File: src/rtl/sha_sched_pkg.sv
// Shared types and helpers for the SHA work scheduler.
// The SHA midstate bundle is kept here so the scheduler slice stands alone.
package sha_sched_pkg;

   localparam int unsigned WORD_W  = 32;
   localparam int unsigned STATE_W = 8 * WORD_W;

   typedef enum logic [1:0] {
      IDLE,
      ISSUE,
      DRAIN
   } sched_state_e;

   typedef struct packed {
      logic [WORD_W-1:0] a;
      logic [WORD_W-1:0] b;
      logic [WORD_W-1:0] c;
      logic [WORD_W-1:0] d;
      logic [WORD_W-1:0] e;
      logic [WORD_W-1:0] f;
      logic [WORD_W-1:0] g;
      logic [WORD_W-1:0] h;
   } hash_state_t;

   // Timer holds PIPELINE_LATENCY-1 at most; keep at least one bit.
   function automatic int unsigned drain_width(input int unsigned lat);
      return (lat <= 2) ? 1 : $clog2(lat);
   endfunction

endpackage

File: src/rtl/sha_sched_drain_timer.sv
// Loadable saturating down-counter with a zero flag; tracks cycles since the
// last core_valid so the scheduler knows when the pipeline is empty.
module sha_sched_drain_timer #(
   parameter int unsigned W = 2
) (
   input  logic         clk,
   input  logic         rst,
   input  logic         load,
   input  logic [W-1:0] load_val,
   output logic         zero_c
);

   logic [W-1:0] cnt_q, cnt_d;

   always_comb begin
      cnt_d = cnt_q;
      if (load) begin
         cnt_d = load_val;
      end else if (cnt_q != '0) begin
         cnt_d = cnt_q - W'(1);
      end
   end

   always_ff @(posedge clk) begin
      if (rst) begin
         cnt_q <= '0;
      end else begin
         cnt_q <= cnt_d;
      end
   end

   assign zero_c = (cnt_q == '0);

endmodule

File: src/rtl/sha_work_scheduler.sv
// Feeds host jobs into a pipelined SHA core: newblock, one valid per nonce, drain.
// Optional performance counters are enabled with `define SHA_SCHED_PERF_EN.
module sha_work_scheduler
   import sha_sched_pkg::*;
#(
   parameter int unsigned PROCESSORINDEX   = 0,
   parameter int unsigned NUMPROCESSORS    = 1,
   parameter int unsigned PIPELINE_LATENCY = 64
) (
   input  logic              clk,
   input  logic              rst,
   input  logic              work_valid,
   output logic              work_ready,
   input  hash_state_t       work_state,
   input  logic [WORD_W-1:0] work_w1,
   input  logic [WORD_W-1:0] work_w2,
   input  logic [WORD_W-1:0] work_w3,
   input  logic [WORD_W-1:0] work_iters,
   input  logic              abort,
   input  logic              stall,
   output logic              core_valid,
   output logic              core_newblock,
   output hash_state_t       core_state,
   output logic [WORD_W-1:0] core_w1,
   output logic [WORD_W-1:0] core_w2,
   output logic [WORD_W-1:0] core_w3,
   output logic [WORD_W-1:0] nonce_o,
   output logic              busy,
   output logic              done,
   output logic [WORD_W-1:0] issued_count,
   output logic [WORD_W-1:0] perf_stalls,
   output logic [WORD_W-1:0] perf_jobs
);

   localparam int unsigned      DW         = drain_width(PIPELINE_LATENCY);
   localparam logic [DW-1:0]     DRAIN_LOAD = DW'(PIPELINE_LATENCY - 1);
   localparam logic [WORD_W-1:0] NONCE_BASE = WORD_W'(PROCESSORINDEX);
   localparam logic [WORD_W-1:0] NONCE_STEP = WORD_W'(NUMPROCESSORS);

   sched_state_e      state_q, state_d;
   hash_state_t       hstate_q, hstate_d;
   logic [WORD_W-1:0] w1_q, w1_d, w2_q, w2_d, w3_q, w3_d;
   logic [WORD_W-1:0] iters_q, iters_d;
   logic [WORD_W-1:0] next_nonce_q, next_nonce_d;
   logic [WORD_W-1:0] nonce_q, nonce_d;
   logic [WORD_W-1:0] issued_q, issued_d;
   logic              valid_q, valid_d;
   logic              newblock_q, newblock_d;
   logic              done_q, done_d;
   logic              ready_q, ready_d;
   logic              busy_q, busy_d;
   logic              issue;
   logic              timer_zero_c;
   logic [WORD_W-1:0] cnt_base, nonce_base;

   always_comb begin
      state_d      = state_q;
      hstate_d     = hstate_q;
      w1_d         = w1_q;
      w2_d         = w2_q;
      w3_d         = w3_q;
      iters_d      = iters_q;
      next_nonce_d = next_nonce_q;
      nonce_d      = nonce_q;
      issued_d     = issued_q;
      valid_d      = 1'b0;
      newblock_d   = 1'b0;
      done_d       = 1'b0;
      issue        = 1'b0;
      cnt_base     = issued_q;
      nonce_base   = next_nonce_q;

      case (state_q)
         IDLE: begin
            if (work_valid) begin
               hstate_d     = work_state;
               w1_d         = work_w1;
               w2_d         = work_w2;
               w3_d         = work_w3;
               iters_d      = work_iters;
               issued_d     = '0;
               next_nonce_d = NONCE_BASE;
               nonce_d      = NONCE_BASE;
               cnt_base     = '0;
               nonce_base   = NONCE_BASE;
               if (work_iters == '0) begin
                  done_d = 1'b1;
               end else begin
                  state_d = ISSUE;
                  issue   = !stall;
               end
            end
         end
         ISSUE: begin
            if (abort) begin
               // Pipeline already empty: finish without a drain phase.
               if (timer_zero_c) begin
                  state_d = IDLE;
                  done_d  = 1'b1;
               end else begin
                  state_d = DRAIN;
               end
            end else begin
               issue = !stall;
            end
         end
         DRAIN: begin
            if (timer_zero_c) begin
               state_d = IDLE;
               done_d  = 1'b1;
            end
         end
         default: state_d = IDLE;
      endcase

      if (issue) begin
         valid_d      = 1'b1;
         newblock_d   = (cnt_base == '0);
         nonce_d      = nonce_base;
         next_nonce_d = nonce_base + NONCE_STEP;
         issued_d     = cnt_base + WORD_W'(1);
         if (issued_d == iters_d) begin
            state_d = DRAIN;
         end
      end

      ready_d = (state_d == IDLE);
      busy_d  = (state_d != IDLE);
   end

   always_ff @(posedge clk) begin
      if (rst) begin
         state_q      <= IDLE;
         hstate_q     <= '0;
         w1_q         <= '0;
         w2_q         <= '0;
         w3_q         <= '0;
         iters_q      <= '0;
         next_nonce_q <= '0;
         nonce_q      <= '0;
         issued_q     <= '0;
         valid_q      <= 1'b0;
         newblock_q   <= 1'b0;
         done_q       <= 1'b0;
         ready_q      <= 1'b1;
         busy_q       <= 1'b0;
      end else begin
         state_q      <= state_d;
         hstate_q     <= hstate_d;
         w1_q         <= w1_d;
         w2_q         <= w2_d;
         w3_q         <= w3_d;
         iters_q      <= iters_d;
         next_nonce_q <= next_nonce_d;
         nonce_q      <= nonce_d;
         issued_q     <= issued_d;
         valid_q      <= valid_d;
         newblock_q   <= newblock_d;
         done_q       <= done_d;
         ready_q      <= ready_d;
         busy_q       <= busy_d;
      end
   end

   // Reloaded on every issue, so it reaches zero PIPELINE_LATENCY-1 cycles
   // after the last core_valid cycle; done follows one cycle later.
   sha_sched_drain_timer #(.W(DW)) u_drain_timer (
      .clk      (clk),
      .rst      (rst),
      .load     (issue),
      .load_val (DRAIN_LOAD),
      .zero_c   (timer_zero_c)
   );

`ifdef SHA_SCHED_PERF_EN
   logic [WORD_W-1:0] perf_stalls_q, perf_stalls_d;
   logic [WORD_W-1:0] perf_jobs_q, perf_jobs_d;
   logic              stall_ev;

   // The acceptance cycle is the first issue opportunity, so a stall there counts.
   always_comb begin
      stall_ev      = stall & ((state_q == ISSUE) |
                               ((state_q == IDLE) & work_valid & (work_iters != '0)));
      perf_stalls_d = perf_stalls_q;
      perf_jobs_d   = perf_jobs_q;
      if (stall_ev && (perf_stalls_q != '1)) perf_stalls_d = perf_stalls_q + WORD_W'(1);
      if (done_q && (perf_jobs_q != '1))     perf_jobs_d   = perf_jobs_q + WORD_W'(1);
   end

   always_ff @(posedge clk) begin
      if (rst) begin
         perf_stalls_q <= '0;
         perf_jobs_q   <= '0;
      end else begin
         perf_stalls_q <= perf_stalls_d;
         perf_jobs_q   <= perf_jobs_d;
      end
   end

   assign perf_stalls = perf_stalls_q;
   assign perf_jobs   = perf_jobs_q;
`else
   assign perf_stalls = '0;
   assign perf_jobs   = '0;
`endif

   assign work_ready    = ready_q;
   assign core_valid    = valid_q;
   assign core_newblock = newblock_q;
   assign core_state    = hstate_q;
   assign core_w1       = w1_q;
   assign core_w2       = w2_q;
   assign core_w3       = w3_q;
   assign nonce_o       = nonce_q;
   assign busy          = busy_q;
   assign done          = done_q;
   assign issued_count  = issued_q;

endmodule

File: config.mk
export PLATFORM = sky130hd
export DESIGN_NAME = sha_work_scheduler
export DESIGN_NICKNAME = d
export VERILOG_FILES = /design/src/rtl/sha_sched_pkg.sv /design/src/rtl/sha_sched_drain_timer.sv /design/src/rtl/sha_work_scheduler.sv
export SDC_FILE = /design/constraint.sdc
export NUM_CORES = 1
export LEC_CHECK = 0
export ABC_AREA = 1
export BUFFER_PORTS_ARGS = -buffer_cell sky130_fd_sc_hd__clkbuf_2
export CORE_AREA = 2 2 336 338
export CTS_CLUSTER_DIAMETER = 50
export DETAILED_ROUTE_END_ITERATION = 10
export DIE_AREA = 0 0 338 340
export PLACE_DENSITY = 0.35
export SETUP_SLACK_MARGIN = 0.2
export SKIP_CTS_REPAIR_TIMING = 1
export SLEW_MARGIN = 20
export SYNTH_ARGS = -nofsm -noshare
export SYNTH_HDL_FRONTEND = slang
export SYNTH_HIERARCHICAL = 1
export SYNTH_SLANG_ARGS = --single-unit
File: constraint.sdc
create_clock -name clk -period 8 [get_ports clk]
set_input_delay 1.6 -clock clk [delete_from_list [all_inputs] [get_ports clk]]
set_output_delay 1.6 -clock clk [all_outputs]
set_load 0.05 [all_outputs]
==> results.md <==
- Post-Syn Instances: 2836
- Setup total negative slack: 0 ns
- DR iter-0 viols: 991
- Largest net degree at the start of global routing: roughly 170
- Count of pins over their slew limit: 0
- Synthesized area: 20500 µm²
- Area growth syn-to-layout: 40.8%
- Max_cap viols: 0
- Grt ovf: 0
- Leakage: 13.4 nW
- Cell area after layout: 28900 µm²
- Max FO, Critical Path: 89
- CP startpoint kind: input pin
- Initial antenna violation count: 20
- EDFF count, synth: 0
- Unrepaired setup endpoints after global routing: no
- Sinks on Clock Net: 493
- Util after Layout: 0.259
- DPL Wire Length: 73400 µm
- Placed Area: ~26000 µm²
- Top_reg_cell synth: dfxtp_1
- Area of the die: 115000 µm²
- Register bit total from synthesis: roughly 490
- Vias in the first global route: about 20000
- Routed length per instance: approximately 19 µm
- Peak Freq: 0.232 GHz
- Final net count: 3991
- Syn. warnings: 6
- CTS tree: yes
- Final setup viols: 0
- Detail Route Antenna Nets: 0
- Status: complete, no violations
- Power Density: 323 nW/µm²
- # port buffers: 809
- Setup Skew: 0.0320 ns
- CTS HTree Levels: 3
- Global placer's final weighted congestion: 0.836
- Setup crit end kind: flop
- Fin. Hold Viols: 0
- TritonCTS Buffers: 90
- Worst Path Required: 8.54 ns
- Vias per cell: 3.99
- # IOs: 874
- Syn Area/Cell: 7.24 µm²
- Crit path DAT: between 4 and 5 ns
- DRT Wirelength: between 90000 and 100000 µm
- Residual DRC count: 0
- Relative slew slack: 0.292
- CP Class: in -> reg
- CORE AREA: 112000 µm²
- Fin crit period: 4.31 ns
- Die width: 338 µm
- GR Util All Layers: 0.166
- Initial core utilization: 0.184
- Clock Path Buffers: 3
- HP Class: reg -> reg
- Fin crit share: 0.539
- Layout cells sized above 1: 0.286
- First-pass GRT wire length: around 140000 µm
- Peak supply drop: 0.164 mV
- Die height: roughly 340 µm
- Tightest Pin Transition: 1.06 ns
- Clk pin slew, worst setup/hold paths: 0.05 ns
- Synth async-reset ratio: 0
- Root Driver: clkbuf_16
- Vias: 20700
- Drt pass-1 iters: 5
- Synth cell types: 48
- Hold WS: between 0.4 and 0.5 ns
- # rows: 123
- Later-pin clock latency in the skew report: 0.67 ns
- Sequential share of the synthesized area: 0.481
[routing by layer]
layer / part of all wire / up-vias / GRT usage / routed length, µm
met2: 0.47 / 588 / 0.268 / 46300
met5: 0 / - / 0 / 0
met4: 0.035 / 0 / 0.0737 / 3480
met3: 0.074 / 154 / 0.0545 / 7280
met1: 0.42 / 9396 / 0.200 / 41600
li1: - / 10500 / - / -
[metrics by stage]
step	instances	setup slack (ns)	power, mW
floorplan	2904	3.62	4.71
global placement	5004	3.14	5.45
detailed placement	5004	3.10	5.44
CTS	5170	3.82	9.50
global route	5178	3.46	9.81
finish	5182	3.69	9.34
[flip-flops by register name (all words and copies together) (netlist names)]
register and count:
busy 1, core_newblock 1, core_state 256, core_valid 1, core_w1 32, core_w2 32
core_w3 32, done 1, issued_count 32, iters_q 32, next_nonce_q 32, nonce_o 32
state_q 2, u_drain_timer/cnt_q 6, work_ready 1
[power by group]
part	leakage, nW	internal [mW]	total (mW)	switching (mW)
combinational	7.80	0.546	2.43	1.89
clock	1.52	2.50	3.98	1.48
sequential	4.07	2.75	2.93	0.176
total	13.4	5.80	9.34	3.54
[critical path, stage by stage]
cell and delay, ns:
clkbuf_2 0.14, nand2_8 0.45, nand2_1 0.31, inv_2 0.14, ha_1 0.21, inv_1 0.12
nor2_4 0.26, nand2_2 0.12, nor2_2 0.23, nand3_1 0.14, nand3b_1 0.13, nand2_1 0.06
nor2_1 0.18, nand2_1 0.08, nor2_1 0.11, nand3_1 0.13, nand2_1 0.08, nand2_1 0.07
nand2_2 0.12, inv_2 0.03
[synth_stat cells (8+ instances only)]
master    count  share of area
nor2_1      891           0.16
dfxtp_1     493           0.48
o21ai_0     430           0.10
nand2_1     291          0.053
inv_1       143          0.026
clkbuf_1    136          0.025
nand3_1     123          0.030
buf_4        65          0.024
a21oi_1      52          0.013
nand4_1      20         0.0061
a31oi_1      15         0.0046
nor2_2       15         0.0046
or2_2        15         0.0046
nand3_2      11         0.0054
buf_1        10         0.0018
nand3b_1     10         0.0037
a211oi_1      9         0.0033
mux2i_1       9         0.0044
o21ai_1       9         0.0022
nor3_1        8         0.0020
xor2_1        8         0.0034
[layout make-up]
| class | instances | area, µm² |
|---|---|---|
| Antenna cell | 12 | 30.0 |
| Clock buffer | 117 | 2500 |
| Clock inverter | 49 | 647 |
| Fill cell | 12600 | 82700 |
| Inverter | 149 | 567 |
| Multi-Input combinational cell | 2035 | 9180 |
| Sequential cell | 493 | 9870 |
| Tap cell | 1500 | 1880 |
| Timing Repair Buffer | 827 | 4220 |
[placed cells by master (no fill, tap or decap), types with 14 or more instances in the layout]
cell       netlist  routed
nand2_1        291     291
a31oi_1         15      15
nand3_1        123     123
conb_1           2      70
clkbuf_2         1     808
a21oi_1         52      52
dfxtp_1        493     493
nand4_1         20      20
nor2_2          15      15
nor2_1         891     890
o21ai_0        430     430
buf_4           65      15
clkbuf_16        0      91
clkinv_4         0      14
or2_2           15      15
inv_1          143     142
[worst paths after layout]
| kind | from | end | slack (ns) | cells past startpoint |
|---|---|---|---|---|
| max | work_valid | work_ready | 3.69 | 20 |
| min | nonce_o[15] | nonce_o[15] | 0.47 | 2 |
| max reg2reg | state_q[1] | work_ready | 4.22 | 20 |
| min reg2reg | nonce_o[15] | nonce_o[15] | 0.47 | 2 |
[cell families (layout without fill, tap and decap cells)]
| family | count (synthesis) | after routing | share of synthesized area |
|---|---|---|---|
| and+or+nand+nor | 1411 | 1411 | 0.286 |
| AOI/OAI and AO/OA | 527 | 527 | 0.132 |
| DFF | 493 | 493 | 0.481 |
| buffers and inverters | 376 | 1142 | 0.0852 |
| xor gates and xnor gates | 12 | 12 | 0.00713 |
| muxes | 9 | 9 | 0.00439 |
| adders and majority gates | 6 | 6 | 0.00366 |
| other | 2 | 82 | 0.000366 |
No activity file was read; power rests on OpenSTA's default activity.
